==> src/rtl/ghash_sequential_controller.sv <==
// ghash_sequential_controller
//
// Sequences the GHASH chain Y_i = (Y_{i-1} ^ X_i) * H over GF(2^128) around an
// external bit-serial GF(2^128) multiplier.
// For each accepted block the controller:
//   - presents X = Y ^ block and Y = H to the multiplier;
//   - fires a single-cycle trigger;
//   - waits for the product.
// After the block flagged as last, the product is returned as the hash. The
// chaining value then clears itself so that the next block starts a new hash.
//
// Ports
//   i_clock        clock, rising edge
//   i_reset_n      asynchronous active-low reset
//   i_hash_key     H, captured when a block is accepted
//   i_block        data block X_i ([127:120] is the first byte)
//   i_block_valid  block present; held until accepted
//   i_block_last   final block of the current hash
//   i_clear        restart hash (Y and block count to 0); only honoured in IDLE
//   o_block_ready  a block can be accepted this cycle
//   o_ghash        last final hash, held until the next final result
//   o_ghash_valid  one-cycle pulse when o_ghash is updated
//   o_block_count  blocks completed since clear/reset, wraps silently
//   o_mul_x        multiplier operand X (Y ^ block)
//   o_mul_y        multiplier operand Y (H)
//   o_mul_valid    multiplier enable, low only during reset
//   o_mul_trigger  multiplier start, one-cycle pulse
//   i_mul_z        multiplier product
//   i_mul_done     multiplier product-ready pulse
//
// state | meaning
// ------+------------------------------------------------------------
// IDLE  | ready for a block; i_clear honoured here
// TRIG  | operands registered, trigger pulse on the multiplier input
// WAIT  | multiplier running; inputs ignored until i_mul_done

module ghash_sequential_controller #(
    parameter int NB_DATA  = 128,
    parameter int NB_COUNT = 32
) (
    input  logic                i_clock,
    input  logic                i_reset_n,
    input  logic [NB_DATA-1:0]  i_hash_key,
    input  logic [NB_DATA-1:0]  i_block,
    input  logic                i_block_valid,
    input  logic                i_block_last,
    input  logic                i_clear,
    output logic                o_block_ready,
    output logic [NB_DATA-1:0]  o_ghash,
    output logic                o_ghash_valid,
    output logic [NB_COUNT-1:0] o_block_count,
    output logic [NB_DATA-1:0]  o_mul_x,
    output logic [NB_DATA-1:0]  o_mul_y,
    output logic                o_mul_valid,
    output logic                o_mul_trigger,
    input  logic [NB_DATA-1:0]  i_mul_z,
    input  logic                i_mul_done
);

    generate
        if (NB_DATA != 128) begin : g_bad_width
            $error("ghash_sequential_controller: NB_DATA must be 128");
        end
    endgenerate

    typedef enum logic [1:0] {
        ST_IDLE = 2'd0,
        ST_TRIG = 2'd1,
        ST_WAIT = 2'd2
    } state_t;

    state_t              r_state;
    logic [NB_DATA-1:0]  r_y;
    logic                r_last;
    logic                r_block_ready;
    logic [NB_DATA-1:0]  r_ghash;
    logic                r_ghash_valid;
    logic [NB_COUNT-1:0] r_block_count;
    logic [NB_DATA-1:0]  r_mul_x;
    logic [NB_DATA-1:0]  r_mul_y;
    logic                r_mul_valid;
    logic                r_mul_trigger;

    logic                w_accept;
    logic [NB_DATA-1:0]  w_y_eff;

    // A clear arriving together with a block restarts the hash with that block.
    assign w_y_eff  = i_clear ? '0 : r_y;
    assign w_accept = i_block_valid & r_block_ready;

    always_ff @(posedge i_clock or negedge i_reset_n) begin
        if (!i_reset_n) begin
            r_state       <= ST_IDLE;
            r_y           <= '0;
            r_last        <= 1'b0;
            r_block_ready <= 1'b0;
            r_ghash       <= '0;
            r_ghash_valid <= 1'b0;
            r_block_count <= '0;
            r_mul_x       <= '0;
            r_mul_y       <= '0;
            r_mul_valid   <= 1'b0;
            r_mul_trigger <= 1'b0;
        end else begin
            r_mul_valid   <= 1'b1;
            r_mul_trigger <= 1'b0;
            r_ghash_valid <= 1'b0;
            case (r_state)
                ST_IDLE: begin
                    if (w_accept) begin
                        r_mul_x       <= w_y_eff ^ i_block;
                        r_mul_y       <= i_hash_key;
                        r_last        <= i_block_last;
                        r_block_ready <= 1'b0;
                        // Trigger is registered here so it is high during TRIG.
                        r_mul_trigger <= 1'b1;
                        r_state       <= ST_TRIG;
                        if (i_clear) begin
                            r_y           <= '0;
                            r_block_count <= '0;
                        end
                    end else begin
                        // Also raises ready on the first edge after reset.
                        r_block_ready <= 1'b1;
                        if (i_clear) begin
                            r_y           <= '0;
                            r_block_count <= '0;
                        end
                    end
                end
                ST_TRIG: begin
                    r_state <= ST_WAIT;
                end
                ST_WAIT: begin
                    if (i_mul_done) begin
                        r_block_count <= r_block_count + NB_COUNT'(1);
                        r_block_ready <= 1'b1;
                        r_state       <= ST_IDLE;
                        if (r_last) begin
                            r_ghash       <= i_mul_z;
                            r_ghash_valid <= 1'b1;
                            r_y           <= '0;
                        end else begin
                            r_y <= i_mul_z;
                        end
                    end
                end
                default: begin
                    r_state <= ST_IDLE;
                end
            endcase
        end
    end

    assign o_block_ready = r_block_ready;
    assign o_ghash       = r_ghash;
    assign o_ghash_valid = r_ghash_valid;
    assign o_block_count = r_block_count;
    assign o_mul_x       = r_mul_x;
    assign o_mul_y       = r_mul_y;
    assign o_mul_valid   = r_mul_valid;
    assign o_mul_trigger = r_mul_trigger;

endmodule
==> config.mk <==
export PLATFORM = sky130hd
export DESIGN_NAME = ghash_sequential_controller
export DESIGN_NICKNAME = d
export VERILOG_FILES = /design/src/rtl/ghash_sequential_controller.sv
export SDC_FILE = /design/constraint.sdc
export NUM_CORES = 1
export LEC_CHECK = 0
export ABC_AREA = 1
export CAP_MARGIN = 20
export CORE_AREA = 2 2 314 316
export DETAILED_ROUTE_END_ITERATION = 7
export DIE_AREA = 0 0 316 318
export HOLD_SLACK_MARGIN = 0.12
export MAX_ROUTING_LAYER = met4
export PLACE_DENSITY_LB_ADDON = 0.3
export SETUP_SLACK_MARGIN = 0.2
export SLEW_MARGIN = 15
export SYNTH_ARGS = -nofsm -noshare
export SYNTH_HDL_FRONTEND = slang
export SYNTH_SLANG_ARGS = --single-unit
==> constraint.sdc <==
create_clock -name i_clock -period 2 [get_ports i_clock]
set_input_delay 0.4 -clock i_clock [delete_from_list [all_inputs] [get_ports i_clock]]
set_output_delay 0.4 -clock i_clock [all_outputs]
set_load 0.01 [all_outputs]
==> summary.txt <==
Floorplanning
  • IO Count: between 800 and 900
  • Die area: roughly 100000 sq um
  • Row Count: 115
  • Die X: approximately 320 um
  • Core area: 97410 sq um
  • Die height: 318 um
  • Initial Util: between 20% and 30%

Finish
  • Most common cell after layout, fill and taps aside: nand2_1
  • Layout cell share with drive strength beyond 1: 9.331%
  • Register area: 13810 sq um
  • Multi-input gate area: 8864 sq um
  • Final nets: 4046
  • Finished Cell Area: 36880 sq um
  • Most frequent cells in the layout: nand2_1, dfrtp_1, clkdlybuf4s50_1, o21ai_0, dlygate4sd2_1
  • Area delta synth->final: 53.25%
  • Fillers: 9939
  • Final cell count without fillers: ~5000
  • Core Util, Final: 37.86%

Logic synthesis
  • Synth Net Count: 3187
  • Synth area leaders: dfrtp_1, nand2_1, o21ai_0, xor2_1, a31oi_1
  • Cell taking the most area after synthesis: dfrtp_1
  • Top_reg_cell synth: dfrtp_1
  • Post-Syn Area per Cell: 8.607 sq um
  • Cell area after synthesis: 24060 sq um
  • Post-synthesis sequential area ratio: between 50% and 60%
  • Count of cell types in the netlist: 24
  • Ys Warns: 0
  • Async set-reset flop share out of synthesis: 100.0%
  • Mapped Cells: 2796
  • Flops & latches, synth: 551
  • Number of enable flip-flop cells after synthesis: 0
  • Yosys top cell area share: a little under three fifths

Timing
  • FMAX: ~0.56 GHz
  • Skew final: 24.17 ps
  • Relative slew slack: 62.51%
  • Hold Vio Cnt, Final: 0
  • Pins Over Slew Limit: 0
  • Final setup vio count: 0
  • RSZ-0062 raised after global routing: yes
  • Fin crit share: 89.00%
  • Worst Tran Pin Value: 562.3 ps
  • Final min period: roughly 1800 ps

Worst setup path
  • CP Launch Type: flip-flop
  • CP endpoint kind: output pin
  • Top delay family on crit path: flip-flops
  • Crit-path max cell delay: 460 ps
  • Worst Path Arrival: 1380 ps
  • CP Class: reg2out
  • Worst path cell trace: clkdlybuf4s15_1
  • Critical Path RT: 1600 ps
  • CP max-delay cell: dfrtp_2
  • CP bufs+invs: 1
  • CP Max Fanout: 5

Clocking
  • Clk sinks: 551
  • Clk Tree Root Cell: clkbuf_16
  • Clk pin slew, worst setup/hold paths: about 70 ps
  • Clock H-tree levels: 3
  • Max Root-Sink Buffers: 3
  • Worst-Skew Late Latency: 630 ps
  • Total CTS buffers: 69
  • CTS tree: yes

Worst hold path
  • Kind of path behind the tightest hold check: in2async

Global route
  • Aggregate global-route resource usage: approximately a fifth
  • Largest net degree at the start of global routing: 93
  • Vias in the first global route: about 22000
  • Antenna violations before repair: 23
  • Grt ovf: 0
  • First-pass GRT wire length: between 100000 and 150000 um

Detailed routing
  • Final ANT Viol Nets: 0
  • DRT Wirelength: 96140 um
  • Mean routed wirelength per cell: 19.18 um
  • Iteration-0 DRC Markers: roughly 1600
  • 1st-pass router iterations: 5
  • DRC Markers: 0
  • Total number of vias: 22140
  • DR vias/cell: 4.417

Place
  • I/O Buffers: 809
  • Area after DPL: around 35000 sq um
  • GP Congestion: around 0.90
  • Placed Cells: approximately 4900
  • Dpl hpwl: 72340 um

Power
  • Peak VDD IR: 633.7 uV
  • Power after layout: 0.05443 W
  • LEAKAGE: roughly 18 nW
  • Cell Pwr Density: 1476 nW/um^2

Outcome
  • Status: completed

Flow run
  • Total of max-cap violations: 0
[synth_stat cells, drive strengths merged, types with 17 or more instances]
| library cell | number |
|---|---|
| a21oi | 17 |
| a31oi | 129 |
| buf | 83 |
| clkbuf | 102 |
| dfrtp | 551 |
| inv | 171 |
| nand2 | 986 |
| nand3 | 28 |
| nor2 | 75 |
| nor3 | 131 |
| o21ai | 392 |
| xor2 | 128 |
[state kept, by name, indices dropped and copies added, names as in the netlist]
register / cells
o_mul_valid: 1
o_mul_y: 128
r_y: 128
o_mul_x: 128
o_block_ready: 1
r_last: 1
o_mul_trigger: 1
r_state: 2
o_ghash: 128
o_ghash_valid: 1
o_block_count: 32
[worst reg2reg max path: stages (launching register included)]
cell and delay, ps:
dfrtp_4 550, buf_12 210, nor3_2 510, buf_4 160, a31oi_1 40, o21ai_1 130
[final timing paths]
| path | from | endpoint | slack (ps) | cells after the start |
|---|---|---|---|---|
| max reg2reg | r_last | r_y[81] | 330 | 5 |
| min | i_reset_n | o_mul_y[114] | 230 | 2 |
| max in group asynchronous | i_reset_n | o_mul_x[61] | 860 | 3 |
| min in group i_clock | i_hash_key[54] | o_mul_y[54] | 300 | 3 |
| max | o_block_count[19] | o_block_count[19] | 220 | 1 |
| min reg2reg | o_mul_y[2] | o_mul_y[2] | 470 | 2 |
[cell type report]
class                           instances  area share, %
Sequential cell                       551          37.46
Timing Repair Buffer                  973          25.59
Multi-Input combinational cell       1889          24.03
Clock buffer                           94          5.347
Tap cell                             1287          4.366
Inverter                              171          1.785
Clock inverter                         30          1.303
Antenna cell                           18         0.1221
[where the power goes]
part / switching, W / total (W) / internal, W
clock network: 0.00526 / 0.0135 / 0.00827
logic: 0.0124 / 0.0215 / 0.00910
registers: 0.00324 / 0.0194 / 0.0161
total: 0.0209 / 0.0544 / 0.0335
[repair_timing]
action,4_1_cts,5_1_grt
hold buffers,1,0
gates resized for setup,543,20
buffers inserted,12,1
endpoints found under the hold margin,295,0
cloned,0,2
setup endpoints to repair,421,48
[routing by layer]
metal	global-route usage, %	share of wire [%]	vias to the layer above	wire, um
li1	-	-	10770	-
met1	23.98	43	10490	41440
met2	29.60	47	741	44720
met3	5.445	7.7	138	7410
met4	6.140	2.7	0	2571
met5	-	0	-	0
[metrics by stage]
step / TNS [ps] / worst slack [ps] / hold WS [ps]
2_1_floorplan: 0 / 503.2 / 104.4
3_3_place_gp: -907.0 / -54.01 / 275.2
3_5_place_dp: -1154 / -82.81 / 277.2
4_1_cts: 0 / 57.75 / 157.9
5_1_grt: 0 / 140.6 / 186.9
6_report: 0 / 220.0 / 228.3
[kinds of logic (layout without fill, tap and decap cells)]
kind of cell,count (synthesis),after routing,synth area share (%)
simple gates,1221,1221,20.00
fa+ha+maj,1,1,0.05199
xor+xnor,128,128,4.659
other cells,1,19,0.01558
buf+inv,356,1268,6.120
compound gates,538,538,11.86
flops,551,551,57.30
(Power assumes the default switching activity.)
